==> src/rtl/div_pkg.sv <==
// Shared types and default sizes for the sequential restoring divider.
package div_pkg;

    localparam int DIV_DW = 8;
    localparam int DIV_VW = 4;
    localparam int DIV_CW = $clog2(DIV_DW);

    // Quotient reported for a zero divisor.
    localparam logic [DIV_DW-1:0] DZ_QUOT = '1;

    typedef enum logic [1:0] {
        IDLE = 2'd0,
        RUN  = 2'd1,
        DONE = 2'd2
    } div_state_e;

endpackage

==> src/rtl/div_step.sv <==
// One combinational restoring-division step: shift in a dividend bit, trial-subtract, restore on borrow.
module div_step #(
    parameter int VW = 4
) (
    input  logic [VW:0]   rem_i,
    input  logic [VW-1:0] div_i,
    input  logic          bit_i,
    output logic [VW:0]   rem_o,
    output logic          qbit_o
);

    logic [VW+1:0] shifted;
    logic [VW+1:0] trial;

    // One guard bit above the partial remainder so the borrow is visible as the sign.
    assign shifted = {rem_i, bit_i};
    assign trial   = shifted - {2'b00, div_i};
    assign qbit_o  = ~trial[VW+1];
    assign rem_o   = qbit_o ? trial[VW:0] : shifted[VW:0];

endmodule

==> src/rtl/seq_divider.sv <==
// Sequential restoring divider, one quotient bit per clock, start/done handshake.
// Define DIV_SIGNED_EN for two's-complement operands (truncating toward zero).
module seq_divider
    import div_pkg::*;
#(
    parameter int DW = DIV_DW,
    parameter int VW = DIV_VW
) (
    input  logic          clk,
    input  logic          rst_n,
    input  logic          start,
    input  logic [DW-1:0] A,
    input  logic [VW-1:0] B,
    output logic          busy,
    output logic          done,
    output logic [DW-1:0] Q,
    output logic [VW-1:0] R,
    output logic          dz
);

    localparam int CW = (DW > 1) ? $clog2(DW) : 1;

    div_state_e    state_q, state_d;
    logic [CW-1:0] cnt_q, cnt_d;
    logic [VW:0]   rem_q, rem_d;
    logic [DW-1:0] dvd_q, dvd_d;
    logic [DW-1:0] quo_q, quo_d;
    logic [VW-1:0] b_q, b_d;
    logic [DW-1:0] q_out_q, q_out_d;
    logic [VW-1:0] r_out_q, r_out_d;
    logic          dz_q, dz_d;

    logic [DW-1:0] a_mag;
    logic [VW-1:0] b_mag;
    logic [VW:0]   rem_nxt;
    logic          qbit;
    logic [DW-1:0] quo_nxt;
    logic [DW-1:0] q_res;
    logic [VW-1:0] r_res;

    div_step #(.VW(VW)) u_step (
        .rem_i  (rem_q),
        .div_i  (b_q),
        .bit_i  (dvd_q[DW-1]),
        .rem_o  (rem_nxt),
        .qbit_o (qbit)
    );

    assign quo_nxt = {quo_q[DW-2:0], qbit};

`ifdef DIV_SIGNED_EN
    logic qneg_q, rneg_q;

    assign a_mag = A[DW-1] ? -A : A;
    assign b_mag = B[VW-1] ? -B : B;
    // Sign fix-up is folded into the final load, so no extra cycle is spent.
    assign q_res = qneg_q ? -quo_nxt : quo_nxt;
    assign r_res = rneg_q ? -(rem_nxt[VW-1:0]) : rem_nxt[VW-1:0];

    always_ff @(posedge clk or negedge rst_n) begin
        if (!rst_n) begin
            qneg_q <= 1'b0;
            rneg_q <= 1'b0;
        end else if (state_q == IDLE && start) begin
            qneg_q <= A[DW-1] ^ B[VW-1];
            rneg_q <= A[DW-1];
        end
    end
`else
    assign a_mag = A;
    assign b_mag = B;
    assign q_res = quo_nxt;
    assign r_res = rem_nxt[VW-1:0];
`endif

    always_comb begin
        state_d = state_q;
        cnt_d   = cnt_q;
        rem_d   = rem_q;
        dvd_d   = dvd_q;
        quo_d   = quo_q;
        b_d     = b_q;
        q_out_d = q_out_q;
        r_out_d = r_out_q;
        dz_d    = dz_q;
        case (state_q)
            IDLE: begin
                if (start) begin
                    b_d = b_mag;
                    if (B == '0) begin
                        q_out_d = '1;
                        r_out_d = '0;
                        dz_d    = 1'b1;
                        state_d = DONE;
                    end else begin
                        rem_d   = '0;
                        dvd_d   = a_mag;
                        quo_d   = '0;
                        cnt_d   = CW'(DW - 1);
                        dz_d    = 1'b0;
                        state_d = RUN;
                    end
                end
            end
            RUN: begin
                rem_d = rem_nxt;
                dvd_d = {dvd_q[DW-2:0], 1'b0};
                quo_d = quo_nxt;
                if (cnt_q == '0) begin
                    q_out_d = q_res;
                    r_out_d = r_res;
                    state_d = DONE;
                end else begin
                    cnt_d = cnt_q - 1'b1;
                end
            end
            DONE: begin
                state_d = IDLE;
            end
            default: begin
                state_d = IDLE;
            end
        endcase
    end

    always_ff @(posedge clk or negedge rst_n) begin
        if (!rst_n) begin
            state_q <= IDLE;
            cnt_q   <= '0;
            rem_q   <= '0;
            dvd_q   <= '0;
            quo_q   <= '0;
            b_q     <= '0;
            q_out_q <= '0;
            r_out_q <= '0;
            dz_q    <= 1'b0;
        end else begin
            state_q <= state_d;
            cnt_q   <= cnt_d;
            rem_q   <= rem_d;
            dvd_q   <= dvd_d;
            quo_q   <= quo_d;
            b_q     <= b_d;
            q_out_q <= q_out_d;
            r_out_q <= r_out_d;
            dz_q    <= dz_d;
        end
    end

    assign busy = (state_q != IDLE);
    assign done = (state_q == DONE);
    assign Q    = q_out_q;
    assign R    = r_out_q;
    assign dz   = dz_q;

endmodule

==> config.mk <==
export PLATFORM = sky130hd
export DESIGN_NAME = seq_divider
export DESIGN_NICKNAME = d
export VERILOG_FILES = /design/src/rtl/div_pkg.sv /design/src/rtl/div_step.sv /design/src/rtl/seq_divider.sv
export SDC_FILE = /design/constraint.sdc
export NUM_CORES = 1
export LEC_CHECK = 0
export BUFFER_PORTS_ARGS = -buffer_cell sky130_fd_sc_hd__buf_2
export CORE_ASPECT_RATIO = 2
export CORE_UTILIZATION = 45
export CTS_BUF_LIST = sky130_fd_sc_hd__clkbuf_8
export DETAILED_ROUTE_END_ITERATION = 12
export HOLD_SLACK_MARGIN = 0.08
export PLACE_DENSITY = 0.62
export SYNTH_ARGS = -nofsm -noshare
export SYNTH_HDL_FRONTEND = slang
export SYNTH_HIERARCHICAL = 1
export SYNTH_SLANG_ARGS = --single-unit
==> constraint.sdc <==
create_clock -name clk -period 2.7 [get_ports clk]
set_input_delay 0.27 -clock clk [delete_from_list [all_inputs] [get_ports clk]]
set_output_delay 0.27 -clock clk [all_outputs]
set_load 0.05 [all_outputs]
==> out/results.txt <==
status -> complete, no violations
remaining antenna violation count -> 0
endpoints failing hold -> 0
Vert. Die Dim -> 102 um
cts hold-fix bufs -> 0
Final Cycle Share -> 0.789
Crit. End Element -> flop
Final TNS setup -> 0 ns
worst path arrival time -> 2.31 ns
Max Clk Rate -> 0.469 GHz
Worst Skew -> 0.00242 ns
clock latency on the worst-skew pair -> 0.29 ns
clock tree buffer depth -> 2
yosys warns -> 6
area of the multi-input gates -> 0.00109 mm2
Inserted Diodes -> 0
CP bufs+invs -> 0
post-place setup slack -> 0.583 ns
cells resized by post-CTS repair -> 0
routability congestion estimate from global placement -> 0.793
TritonCTS Sinks -> 42
Layout fillers -> 430
Peak supply drop -> 808 uV
dpl cells -> 272
Starting Density -> 0.476
num rows -> 35
pin count of the biggest net entering global routing -> 43
PwrDens -> 1510 mW/mm2
Cell Chain, Critical Path -> ha_1, nor2_2, a21oi_4, a21boi_4, xnor2_4, mux2_4, a22oi_1, o21ai_0
Max Slew Vio Count -> 0
RSZ-0062 raised after global routing -> false
Port-buffer cells -> 29
Main synth FF type -> dfrtp_1
post-place instance area -> 0.00241 mm2
fin crit period -> 2.13 ns
leakage -> 1.13 nW
Worst path slowest cell -> dfrtp_1
DRT Wirelength -> 4910 um
Die W -> 51.8 um
via/cell ratio -> 6.01
GR Util All Layers -> 0.218
DR WL/cell -> 17.5 um
CTS Root Cell -> clkbuf_8
final setup fails -> 0
Max transition margin -> 0.366
CP Launch Type -> flop
design area -> 0.00250 mm2
sequential-to-total area share from yosys stat -> 0.472
critical path's top delay family -> compound AO/OA/AOI/OAI gates
H-tree levels -> 2
DRT iter0 DRCs -> 26
synthesized net count -> 217
Final Instance Count excl. Fillers -> 280
Final WS setup -> 0.570 ns
Slew @ Worst Pin -> 0.951 ns
CTS buffer count -> 5
Worst EP required -> 2.88 ns
Min-Delay Path Class -> in -> async
max_cap viols -> 0
total gr overflow -> 0
Reg area -> 0.00105 mm2
ys async rst share -> 1.00
Post-CTS Setup Repair Bufs -> 0
post-DP HPWL -> 3660 um
EDFF count, synth -> 0
Crit Path Max Fanout -> 5
Max stage delay on crit path -> 0.41 ns
first-pass GRT wire length -> 8490 um
average size of a mapped cell -> 11.4 um2
nets -> 246
number of remaining DRC errors -> 0
core area -> 0.00469 mm2
top-level I/O count -> 30
CTS tree -> yes
DR pass1 iterations -> 4
Syn Inst Count -> 195
Mapped Area -> 0.00223 mm2
Synth Register Bits -> 42
DIE AREA -> 0.00525 mm2
Yosys cell types -> 52
Syn-to-layout area delta -> 12.1%
initial antenna violation count -> 0
Setup Crit Path Kind -> reg -> reg
routed vias -> 1683
ratio of cells with drive above 1 in the final layout -> 0.267
Worst-path clk slew -> 0.08 ns
vias in the first global route -> 1808
## layout make-up
type	instances	share of cell area
Tap cell	55	0.0275
Timing Repair Buffer	31	0.0641
Clock inverter	2	0.00351
Multi-Input combinational cell	133	0.435
Clock buffer	6	0.0330
Inverter	11	0.0165
Sequential cell	42	0.421
## registers in the layout (all words and copies together) (netlist names)
name,flops
cnt_q,3
rem_q,5
dz,1
state_q,2
b_q,4
R,4
Q,8
dvd_q,8
quo_q,7
## final timing paths
| kind | startpoint | to | slack [ns] | cells past startpoint |
|---|---|---|---|---|
| worst min register to register | dz | dz | 0.51 | 1 |
| max in group asynchronous | rst_n | cnt_q[1] | 1.99 | 1 |
| worst max register to register | rem_q[1] | R[1] | 0.57 | 8 |
| min in group clk | A[6] | dvd_q[6] | 0.26 | 2 |
| worst min-delay path | rst_n | b_q[3] | 0.12 | 1 |
| worst max-delay path | rem_q[1] | R[1] | 0.57 | 8 |
## per-stage QoR
step	hold WS, ns	total power, mW	util
finish	0.117	3.78	0.533
global route	0.210	4.06	0.533
CTS	0.157	3.81	0.533
detailed placement	0.477	3.38	0.514
global placement	0.448	3.29	0.514
floorplan	-0.0256	2.95	-
## metal layers
layer,GRT usage,vias to the layer above,share of wire
met2,0.400,36,0.56
met3,0.0375,7,0.028
li1,-,792,-
met1,0.247,848,0.39
met4,0.0707,0,0.016
met5,0,-,0
## power by group
group          switching (mW)  internal [mW]
combinational            1.21          0.932
sequential              0.286          0.932
clock                   0.215          0.203
total                    1.71           2.07
## logic make-up after synthesis
family,Yosys count,synth area share
xor+xnor,2,0.0163
flops,42,0.472
fa+ha+maj,7,0.0427
simple gates,46,0.135
compound gates,70,0.250
mux,8,0.0432
buf+inv,20,0.0410
## cells in the final DEF, fill, tap and decap left out, types with 6 or more instances in the layout
cell,n
a21oi_1,12
a22o_1,12
buf_2,29
clkbuf_8,6
dfrtp_1,42
ha_1,6
inv_1,12
nand2_1,10
nor2_1,10
o221a_1,7
o22ai_1,9
## cell usage after synthesis (5+ instances only)
cell type	n	area, um2
mux2_2	5	56.3
a21oi_1	12	60.1
a22o_1	12	105
inv_1	11	41.3
o22ai_1	9	56.3
a22oi_1	5	37.5
o21ai_0	5	25.0
dfrtp_1	42	1050
nand2_1	10	37.5
o22a_1	5	43.8
nor2_1	10	37.5
ha_1	6	75.1
o221a_1	7	78.8
Power figures use the tool's default switching activity.
